### src/rtl/coherent_bus_arbiter.sv
`default_nettype none
// ---------------------------------------------------------------------------
// coherent_bus_arbiter: N-core snooping bus controller and shared RAM arbiter.
// Revision: 1.0
// ---------------------------------------------------------------------------
module coherent_bus_arbiter #(
  parameter int CPUS = 2,
  parameter int WPB  = 2
) (
  input  logic               CLK,
  input  logic               nRST,
  input  logic [CPUS-1:0]    iREN,
  input  logic [CPUS*32-1:0] iaddr,
  output logic [CPUS-1:0]    iwait,
  output logic [CPUS*32-1:0] iload,
  input  logic [CPUS-1:0]    dREN,
  input  logic [CPUS-1:0]    dWEN,
  input  logic [CPUS*32-1:0] daddr,
  input  logic [CPUS*32-1:0] dstore,
  output logic [CPUS-1:0]    dwait,
  output logic [CPUS*32-1:0] dload,
  input  logic [CPUS-1:0]    ccwrite,
  input  logic [CPUS-1:0]    cctrans,
  output logic [CPUS-1:0]    ccwait,
  output logic [CPUS-1:0]    ccinv,
  output logic [CPUS*32-1:0] ccsnoopaddr,
  output logic [31:0]        ramaddr,
  output logic [31:0]        ramstore,
  output logic               ramREN,
  output logic               ramWEN,
  input  logic [1:0]         ramstate,
  input  logic [31:0]        ramload
);

  localparam int IW  = (CPUS > 1) ? $clog2(CPUS) : 1;
  localparam int BW  = (WPB > 1) ? $clog2(WPB) : 1;
  localparam int OFF = $clog2(WPB) + 2;
  localparam logic [1:0] ACCESS = 2'b10;

  typedef enum logic [2:0] {IDLE, ARB, SNOOP, SHARE, FILL, WB} state_t;

  state_t          state, state_nxt;
  logic [IW-1:0]   d_rr, i_rr, grant, supp;
  logic [BW-1:0]   beat;
  logic            lk_ccw;
  logic [31:0]     lk_addr;

  logic            access, last, ram_free, i_active, snoop_ack, snoop_done;
  logic            d_found, i_found, s_found;
  logic [IW-1:0]   d_pick, i_pick, s_pick;
  logic [CPUS-1:0] others;
  logic [31:0]     blk_addr;

  // First requester at or after ptr, wrapping; MSB flags that one was found.
  function automatic logic [IW:0] rr_pick(input logic [CPUS-1:0] req, input logic [IW-1:0] ptr);
    logic [IW:0] r;
    int idx;
    r = '0;
    for (int k = CPUS - 1; k >= 0; k--) begin
      idx = (int'(ptr) + k) % CPUS;
      if (req[idx]) r = {1'b1, IW'(idx)};
    end
    return r;
  endfunction

  function automatic logic [IW-1:0] nxt(input logic [IW-1:0] p);
    return (int'(p) == CPUS - 1) ? '0 : p + 1'b1;
  endfunction

  assign access   = (ramstate == ACCESS);
  assign last     = access && (beat == BW'(WPB - 1));
  assign ram_free = (state == IDLE) || (state == ARB) || (state == SNOOP);
  assign {d_found, d_pick} = rr_pick(dREN | dWEN, d_rr);
  assign {i_found, i_pick} = rr_pick(iREN, i_rr);
  assign others   = ~(CPUS'(1) << grant);
  assign {s_found, s_pick} = rr_pick(ccwrite & others, '0);
  assign i_active = ram_free && i_found;
  assign snoop_ack = &(cctrans | ~others);
  // An in-flight icache beat finishes before the data transfer takes the RAM.
  assign snoop_done = snoop_ack && (!i_active || access);
  assign blk_addr = {lk_addr[31:OFF], {OFF{1'b0}}} + (32'(beat) << 2);

  always_comb begin
    state_nxt   = state;
    ramREN      = 1'b0;
    ramWEN      = 1'b0;
    ramaddr     = '0;
    ramstore    = '0;
    iwait       = '1;
    dwait       = '1;
    ccwait      = '0;
    ccinv       = '0;
    iload       = {CPUS{ramload}};
    dload       = {CPUS{ramload}};
    ccsnoopaddr = {CPUS{lk_addr}};
    if (i_active) begin
      ramREN        = 1'b1;
      ramaddr       = iaddr[int'(i_pick)*32 +: 32];
      iwait[i_pick] = ~access;
    end
    case (state)
      IDLE: if (|(dREN | dWEN)) state_nxt = ARB;
      ARB: begin
        if (!d_found)            state_nxt = IDLE;
        else if (dWEN[d_pick])   state_nxt = WB;
        else                     state_nxt = SNOOP;
      end
      SNOOP: begin
        ccwait = others;
        if (snoop_done) begin
          state_nxt = s_found ? SHARE : FILL;
          if (lk_ccw) ccinv = others;
        end
      end
      SHARE: begin
        ramWEN                       = 1'b1;
        ramaddr                      = blk_addr;
        ramstore                     = dstore[int'(supp)*32 +: 32];
        dload[int'(grant)*32 +: 32]  = dstore[int'(supp)*32 +: 32];
        ccwait[supp]                 = 1'b1;
        dwait[grant]                 = ~access;
        dwait[supp]                  = ~access;
        if (last) state_nxt = IDLE;
      end
      FILL: begin
        ramREN       = 1'b1;
        ramaddr      = blk_addr;
        dwait[grant] = ~access;
        if (last) state_nxt = IDLE;
      end
      WB: begin
        ramWEN       = 1'b1;
        ramaddr      = blk_addr;
        ramstore     = dstore[int'(grant)*32 +: 32];
        dwait[grant] = ~access;
        if (last) state_nxt = IDLE;
      end
      default: state_nxt = IDLE;
    endcase
  end

  always_ff @(posedge CLK or negedge nRST) begin
    if (!nRST) begin
      state   <= IDLE;
      d_rr    <= '0;
      i_rr    <= '0;
      grant   <= '0;
      supp    <= '0;
      beat    <= '0;
      lk_ccw  <= 1'b0;
      lk_addr <= '0;
    end else begin
      state <= state_nxt;
      if (i_active && access) i_rr <= nxt(i_pick);
      if (state == ARB && d_found) begin
        grant   <= d_pick;
        lk_ccw  <= ccwrite[d_pick];
        lk_addr <= daddr[int'(d_pick)*32 +: 32];
        d_rr    <= nxt(d_pick);
      end
      if (state == SNOOP && snoop_done) supp <= s_pick;
      if ((state == SHARE || state == FILL || state == WB) && access)
        beat <= last ? '0 : beat + 1'b1;
    end
  end

endmodule
`default_nettype wire

### config.mk
export PLATFORM = sky130hd
export DESIGN_NAME = coherent_bus_arbiter
export DESIGN_NICKNAME = d
export VERILOG_FILES = /design/src/rtl/coherent_bus_arbiter.sv
export SDC_FILE = /design/constraint.sdc
export NUM_CORES = 1
export LEC_CHECK = 0
export CORE_AREA = 3 3 197 199
export CTS_CLUSTER_SIZE = 8
export DETAILED_ROUTE_END_ITERATION = 10
export DIE_AREA = 0 0 200 202
export GPL_ROUTABILITY_DRIVEN = 1
export PLACE_DENSITY = 0.4
export SETUP_SLACK_MARGIN = 0.02
export SLEW_MARGIN = 20
export SYNTH_ARGS = -nofsm -noshare
export SYNTH_HDL_FRONTEND = slang
export SYNTH_SLANG_ARGS = --single-unit
### constraint.sdc
create_clock -name CLK -period 3.7 [get_ports CLK]
set_input_delay 0.74 -clock CLK [delete_from_list [all_inputs] [get_ports CLK]]
set_output_delay 0.74 -clock CLK [all_outputs]
set_load 0.05 [all_outputs]
# Yosys cells after proc, flatten, opt, wreduce, memory -nomap -nowiden
# Cells that the tools add are included.
[totals]
inputBits = 238
regBits = 41
wordCells = 128
out_inout_bits = 266
[classes]
n_lt_le_gt_ge = 11
reduce_logical = 23
bitwise = 12
mux = 51
n_eq_ne = 9
n_shift = 7
n_addsub = 7
[op_table]
columns = ["op", "count"]
rows = [
  ["64-bit by 7-bit indexed part select with 32-bit output", 4],
  ["64-bit bitwise mux", 1],
  ["32-bit two-way mux", 2],
  ["64-bit two-way mux", 1],
  ["32-bit case mux with 2 select lines", 1],
  ["32-bit by 33-bit variable shift with 64-bit output, first input constant", 1],
  ["32-bit by 33-bit indexed part select with 64-bit output", 1],
  ["6-bit negator with 33-bit output", 1],
  ["32-bit by 3-bit adder with 32-bit output", 1],
  ["1-bit two-way mux", 23],
  ["2-bit two-way mux", 10],
  ["3-bit two-way mux", 6],
  ["1-bit by 2-bit less-than comparator with 1-bit output, second input constant", 6],
  ["3-bit case mux with 4 select lines", 1],
  ["1-bit logical AND", 10],
  ["2-bit NOT", 4],
  ["2-bit bitwise OR", 4],
  ["2-bit case mux with 2 select lines", 2],
  ["3-bit by 2-bit == test with 1-bit output, second input constant", 2],
  ["3-bit == test, second input constant", 2],
  ["2-bit by 3-bit less-than comparator with 1-bit output, second input constant", 2],
  ["2-bit OR reduction", 3],
  ["1-bit adder, second input constant", 5],
  ["1-bit logical OR", 5],
  ["16 further kinds", 22],
]

# Logic depth before layout (Yosys ltp)
# Gate-level depths: netlist of the first run.
[depth]
ltp_word = 14
mapped_depth = 6
ltp_nobuf = 4

# Least setup slack after synthesis of the first run
# Ideal clock, no wire load.
[synth_timing]
path_kind = "input to output"
startpoint = "input port iREN[0]"
endpoint = "output port ramaddr[14]"
path_buffers = 1
required_ps = 2960
arrival_time_ps = 2465
cell_stages = 5
slack_ps = 495
path_cell_list = "inv_1 > o21ai_2 > buf_4 > mux2i_1 > o21ai_0"
[synth_via]
elab_chain_len = 8
word_cells_on_any_way = 11
classes_between = "shift (1); mux (9); reduce/logical (1)"
[synth_rtl]
columns = ["item", "line_no", "source"]
rows = [
  ["start, declared", "12", "input logic [CPUS-1:0] iREN,"],
  ["1-bit two-way mux (implied by the code) (3 in a row)", "61", "if (req[idx]) r = {1'b1, IW'(idx)};"],
  ["2-bit two-way mux", "61", ""],
  ["2-bit two-way mux (*)", "61", ""],
  ["64-bit by 7-bit indexed part select with 32-bit output or 1-bit logical AND (tied branches)", "98, 77", ""],
  ["32-bit two-way mux (*)", "96", "if (i_active) begin"],
  ["32-bit two-way mux (*)", "101", "case (state)"],
  ["end, declared", "27", "output logic [31:0] ramaddr,"],
]
# Every way passes the cells marked *; elsewhere a longest branch is shown, timed or not. The select of a mux whose other input is x is not followed.

# Worst setup path after layout of the first run
[layout_timing]
startpoint = "input port iREN[1]"
endpoint = "output port ramaddr[15]"
# The elaborated chain is that of the path after synthesis.

==> flow_metrics.env, run 1 <==
export IMPL_ys_types=51
export IMPL_p_sw_frac=0.5810
export IMPL_seqPwrFrac=0.118
export IMPL_drive_gt1_frac=0.1794
export IMPL_fin_crit_sh=0.9059
export IMPL_syn_nets=851
export IMPL_antenna_found_initial=0
export IMPL_drt_total_wl_um=29440
export IMPL_portBuffers=503
export IMPL_start_util=0.1303
export IMPL_final_hold_viol_count=0
export IMPL_drt_iter0_markers=160
export IMPL_drv_cap=0
export IMPL_crit_fanout=33
export IMPL_met2WireLength_um=14960
export IMPL_p_sw_mw=4.835
export IMPL_syn_avg_cell_area_sq_um=7.948
export IMPL_crit_family="buffers and inverters"
export IMPL_rsz0062_at_grt="no"
export IMPL_cts_hold_buffers_added=0
export IMPL_synth_fa_ha_area_frac=0
export IMPL_cts_made_buffers=5
export IMPL_grt_overflow=0
export IMPL_crit_chain="clkdlybuf4s50_1 -> nor2_1 -> a211o_1 -> buf_4 -> o21ai_0 -> buf_4"
export IMPL_synth_flop_cell="dfrtp_1"
export IMPL_dpl_instance_area_sq_um=10560
export IMPL_diodes=0
export IMPL_yosys_area_top_type="dfrtp_1"
export IMPL_intPower_mw=3.487
export IMPL_path_clk_slew_ns=0.07
export IMPL_synth_commonest_cells="110 x buf_4, 70 x nand2_1, 67 x mux2i_1"
export IMPL_cts_htree_levels=2
export IMPL_cts_root_buf="clkbuf_16"
export IMPL_ys_seq_elements=41
export IMPL_clock_latency_ns=0.30
export IMPL_syn2layout_area_growth_pct=119.7
export IMPL_detail_route_antenna_nets=0
export IMPL_synth_area_leaders="dfrtp_1 21%, buf_4 17%, mux2i_1 14%"
export IMPL_ys_warn_count=0
export IMPL_dp_cells=1501
export IMPL_utilization=0.2862
export IMPL_dp_hpwl_um=24720
export IMPL_final_area_sq_um=10700
export IMPL_num_vias=5985
export IMPL_drc=0
export IMPL_crit_path_max_incr_delay_ns=0.48
export IMPL_synth_xor_area_share=0.001798
export IMPL_crit_path_top_delay_cell="clkdlybuf4s50_1"
export IMPL_nFillCells=3987
export IMPL_synth_edf_count=0
export IMPL_cp_arrival_ns=2.61
export IMPL_top_layer="met4"
export IMPL_clockBufferDepth=2
export IMPL_cts_sink_count=41
export IMPL_worst_slew_pin_slew_ns=0.6181
export IMPL_gp_congestion=0.7459
export IMPL_crit_path_end_kind="output pin"
export IMPL_wl_met3_um=2773
export IMPL_post_drt_wl_per_cell_um=19.51
export IMPL_rows=71
export IMPL_synth_simple_area_share=0.1674
export IMPL_finalSetupViolCount=0
export IMPL_synth_most_common_cell="buf_4"
export IMPL_power_density_nw_per_um2=777.5
export IMPL_power_frac_comb=0.828
export IMPL_synth_mux_area_frac=0.1407
export IMPL_grt_max_degree=47
export IMPL_vdd_drop_max_v=0.0003154
export IMPL_syn_inst=613
export IMPL_vias_per_cell=3.966
export IMPL_async_flop_share=1.000
export IMPL_fin_cells=1509
export IMPL_layout_nets=1235
export IMPL_cts_resized=0
export IMPL_cts_tree="built"
export IMPL_min_period_ns=3.352
export IMPL_synth_area_sq_um=4872
export IMPL_postCtsSetupBuffers=0
export IMPL_crit_buf_inv=3
export IMPL_run_status="completed"
export IMPL_die_x_um=200
export IMPL_dp_slack_ns=0.3678
export IMPL_synth_top_cell_area_share=0.2106
export IMPL_critPathMostFrequentCell="buf_4"
export IMPL_die_area_sq_um=40400
export IMPL_met1_length_um=11190
export IMPL_synth_compound_area_frac=0.2663
export IMPL_power_frac_clock=0.054
export IMPL_grt_pass1_wl_um=41210
export IMPL_ys_seq_area_frac=0.2106
export IMPL_hold_class="input port to asynchronous set/reset pin"
export IMPL_startpoint_type="input port"
export IMPL_slew_headroom=0.5866
export IMPL_skew_ns=0.01092
export IMPL_die_y_um=202
export IMPL_ioPinCount=504
export IMPL_core_area_sq_um=37400
export IMPL_p_leak_nw=4.400
export IMPL_critPathRequiredTime_ns=2.96
export IMPL_finalSetupTns_ns=0
export IMPL_grt_pass1_vias=6073
export IMPL_setup_slack_ns=0.3482
export IMPL_critPathKind="input port to output pin"
export IMPL_maxSlewViolCount=0
export IMPL_grt_usage=0.1365
export IMPL_synth_top_family_by_area="compound AO/OA/AOI/OAI gates"
export IMPL_fmax_mhz=298.3
export IMPL_drt_pre_antenna_iters=5
-- worst register-to-register path, stage by stage (launching register included) --
cell and delay [ns]:
dfrtp_1 0.59, nor3b_4 0.30, and2b_4 0.51, nor2b_1 0.13, a221o_1 0.28
-- logic make-up (layout without fill, tap and decap cells) --
| group | after synthesis | after routing |
|---|---|---|
| buf+inv | 146 | 531 |
| compound gates | 187 | 187 |
| mux | 68 | 68 |
| flops | 41 | 41 |
| xor+xnor | 1 | 1 |
| simple gates | 170 | 170 |
-- sequential cells by signal, summed over array words and instances (netlist names) --
name and cells:
lk_addr 32, state 3, beat 1, d_rr 1, grant 1, i_rr 1, lk_ccw 1, supp 1
-- power by group through the flow --
stage	logic, mW	registers (mW)	clock network [mW]
2_1_floorplan	4.06	1.40	0
3_3_place_gp	6.98	0.995	0
3_5_place_dp	6.95	0.993	0
4_1_cts	6.97	0.991	0.473
5_1_grt	7.22	1.02	0.482
6_report	6.89	0.985	0.447
-- final timing paths --
| check | start | endpoint | slack, ns | cells past startpoint |
|---|---|---|---|---|
| max in group asynchronous | nRST | lk_addr[7] | 2.58 | 2 |
| min in group CLK | beat | beat | 0.58 | 1 |
| worst max register to register | state[0] | lk_addr[7] | 1.78 | 4 |
| worst max-delay path | iREN[1] | ramaddr[15] | 0.35 | 6 |
| worst min-delay path | nRST | lk_addr[25] | 0.39 | 1 |
| worst min register to register | beat | beat | 0.58 | 1 |
-- metrics by stage --
stage	hold slack (ns)	power (mW)
global route	0.4098	8.722
finish	0.3882	8.322
global placement	0.5593	7.978
CTS	0.3959	8.434
floorplan	0.4444	5.465
detailed placement	0.5668	7.948
-- cell type report --
class / count / area, sq um / share of cell area
clock buffers: 6 / 128.9 / 0.01204
clock inverters: 2 / 15.01 / 0.001403
inverters: 4 / 15.01 / 0.001403
multi-input cells: 426 / 2815 / 0.2630
flip-flops and latches: 41 / 1027 / 0.09597
well taps: 511 / 639.4 / 0.05973
repair buffers: 519 / 6063 / 0.5665
-- layout by cell type, fill, tap and decap left out, drive strengths merged, types with 4 or more instances in the layout --
cell type,synthesis,layout
clkdlybuf4s50,0,367
buf,133,152
nand2,71,71
o21ai,68,68
mux2i,67,67
nor2,50,50
dfrtp,41,41
nor2b,36,36
a21oi,34,34
a221o,34,34
a22o,32,32
clkbuf,9,6
inv,4,4
nand3,4,4
-- layer usage --
metal  up-vias  track usage
li1       2874            -
met3        21      0.04234
met2       326       0.2523
met1      2764       0.1511
met4         0      0.03215
met5         -            0
(Power assumes the default switching activity.)
==> run 2: changes to the inputs <==
--- a/config.mk
+++ b/config.mk
@@ -5,10 +5,10 @@
 export SDC_FILE = /design/constraint.sdc
 export NUM_CORES = 1
 export LEC_CHECK = 0
-export CORE_AREA = 3 3 197 199
+export CORE_AREA = 2 2 196 198
 export CTS_CLUSTER_SIZE = 8
 export DETAILED_ROUTE_END_ITERATION = 10
-export DIE_AREA = 0 0 200 202
+export DIE_AREA = 0 0 198 200
 export GPL_ROUTABILITY_DRIVEN = 1
 export PLACE_DENSITY = 0.4
 export SETUP_SLACK_MARGIN = 0.02
@@ -16,3 +16,4 @@
 export SYNTH_ARGS = -nofsm -noshare
 export SYNTH_HDL_FRONTEND = slang
 export SYNTH_SLANG_ARGS = --single-unit
+export TNS_END_PERCENT = 1
==> run 2 against run 1 <==
  * Largest cell class unchanged
  * Sequential cell count is the same
  * Die area shrank 2.0%
  * Clock skew grew 0.0012 ns
  * Largest power group unchanged
==> flow_metrics.env, run 2 (synthesis gave the netlist of run 1 again) <==
export IMPL_hold_class="input port to asynchronous set/reset pin"
export IMPL_fmax_mhz=309.5
export IMPL_cts_htree_levels=2
export IMPL_crit_fanout=20
export IMPL_crit_path_end_kind="output pin"
export IMPL_drv_cap=0
export IMPL_finalSetupTns_ns=0
export IMPL_dp_cells=1503
export IMPL_drt_total_wl_um=28960
export IMPL_power_density_nw_per_um2=782.6
export IMPL_postCtsSetupBuffers=0
export IMPL_mostFrequentLayoutCells="367 x clkdlybuf4s50_1, 100 x buf_12, 70 x nand2_1"
export IMPL_worst_slew_pin_slew_ns=0.8917
export IMPL_portBuffers=503
export IMPL_reg_largest_list="lk_addr x32, state x3"
export IMPL_startpoint="iREN[1]"
export IMPL_fin_crit_sh=0.8734
export IMPL_cts_root_buf="clkbuf_16"
export IMPL_drt_iter0_markers=177
export IMPL_path_clk_slew_ns=0.07
export IMPL_fin_cells=1511
export IMPL_grt_usage=0.1370
export IMPL_critPathRequiredTime_ns=2.96
export IMPL_drive_gt1_frac=0.1810
export IMPL_final_hold_viol_count=0
export IMPL_regMostFlops="lk_addr"
export IMPL_r2r_end="lk_addr[5]"
export IMPL_clock_latency_ns=0.30
export IMPL_vias_per_cell=3.992
export IMPL_whs_ns=0.3862
export IMPL_r2r_slack_ns=1.60
export IMPL_grt_pass1_vias=6135
export IMPL_grt_max_degree=65
export IMPL_syn2layout_area_growth_pct=120.5
export IMPL_rows=71
export IMPL_layout_nets=1237
export IMPL_cts_made_buffers=5
export IMPL_ioPinCount=504
export IMPL_vdd_drop_max_v=0.0003388
export IMPL_crit_path_top_delay_cell="clkdlybuf4s50_1"
export IMPL_crit_path_max_incr_delay_ns=0.56
export IMPL_die_area_sq_um=39600
export IMPL_grt_overflow=0
export IMPL_cts_tree="built"
export IMPL_min_period_ns=3.231
export IMPL_post_drt_wl_per_cell_um=19.17
export IMPL_run_status="completed"
export IMPL_die_y_um=200
export IMPL_grt_pass1_wl_um=40380
export IMPL_num_vias=6032
export IMPL_startpoint_type="input port"
export IMPL_slew_headroom=0.4056
export IMPL_rr_worst_depth=4
export IMPL_cts_hold_buffers_added=0
export IMPL_maxSlewViolCount=0
export IMPL_cp_arrival_ns=2.49
export IMPL_worstSetupEndpoint="ramaddr[22]"
export IMPL_finalSetupViolCount=0
export IMPL_core_area_sq_um=37400
export IMPL_layout_commonest_cell="clkdlybuf4s50_1"
export IMPL_diodes=0
export IMPL_dp_hpwl_um=24070
export IMPL_die_x_um=198
export IMPL_nFillCells=3968
export IMPL_r2r_start="state[1]"
export IMPL_drc=0
export IMPL_critPathKind="input port to output pin"
export IMPL_antenna_found_initial=0
export IMPL_cts_resized=0
export IMPL_start_util=0.1303
export IMPL_critPathMostFrequentCell="buf_4"
export IMPL_drt_pre_antenna_iters=5
export IMPL_rsz0062_at_grt="no"
export IMPL_crit_chain="clkdlybuf4s50_1 -> nor2_1 -> a211o_1 -> buf_4 -> o21ai_0 -> buf_4"
export IMPL_cts_sink_count=41
export IMPL_p_leak_nw=4.427
export IMPL_gp_congestion=0.7457
export IMPL_skew_ns=0.01211
export IMPL_clockBufferDepth=2
export IMPL_largest_reg_flops=32
export IMPL_detail_route_antenna_nets=0
==> run 2: worst max-delay path, delay by kind of cell <==
kind            cells  cell delay, ns
buf+inv             3            1.05
compound gates      2            0.59
simple gates        1            0.10
==> run 2: worst min-delay path by stage <==
stage,start,end,slack (ns),cells past startpoint
finish,nRST,lk_addr[24],0.39,1
global route,nRST,lk_addr[24],0.42,1
CTS,nRST,lk_addr[24],0.40,1
detailed placement,beat,beat,0.57,1
global placement,i_rr,i_rr,0.56,1
floorplan,nRST,beat,0.44,0
==> run 2: area by class of cell <==
| type | count | area, sq um | area share |
|---|---|---|---|
| clock inverters | 2 | 38.79 | 0.003611 |
| multi-input cells | 426 | 2815 | 0.2621 |
| well taps | 511 | 639.4 | 0.05952 |
| clock buffers | 6 | 128.9 | 0.01200 |
| inverters | 4 | 15.01 | 0.001398 |
| repair buffers | 521 | 6078 | 0.5658 |
| flip-flops and latches | 41 | 1027 | 0.09562 |
==> run 2: metal layers <==
metal	global-route usage	up-vias	wire [um]
met1	0.1479	2801	10840
met2	0.2608	335	15000
met4	0.03175	0	487
met5	0	-	0
li1	-	2878	-
met3	0.04183	18	2633
==> run 2: through the flow <==
step / utilization / power [mW] / setup WS, ns / area (sq um)
global placement: 0.2828 / 7.969 / 0.4891 / 10580
CTS: 0.2872 / 8.511 / 0.4386 / 10740
floorplan: - / 5.465 / 0.4951 / 4872
global route: 0.2872 / 8.803 / 0.3807 / 10740
detailed placement: 0.2828 / 7.956 / 0.4536 / 10580
finish: 0.2872 / 8.407 / 0.4686 / 10740
==> run 2: power by group <==
| group | internal (mW) | switching (mW) | leakage (nW) | total [mW] |
|---|---|---|---|---|
| Combinational | 2.57 | 4.35 | 3.84 | 6.92 |
| Clock | 0.320 | 0.199 | 0.0810 | 0.520 |
| Sequential | 0.667 | 0.302 | 0.504 | 0.970 |
==> run 3: changes to the inputs <==
--- a/config.mk
+++ b/config.mk
@@ -12,6 +12,7 @@
 export GPL_ROUTABILITY_DRIVEN = 1
 export PLACE_DENSITY = 0.4
 export SETUP_SLACK_MARGIN = 0.02
+export SKIP_CTS_REPAIR_TIMING = 1
 export SLEW_MARGIN = 20
 export SYNTH_ARGS = -nofsm -noshare
 export SYNTH_HDL_FRONTEND = slang
==> results of run 3 <==
No change in the layout: final DEF, timing and power equal those of run 2.
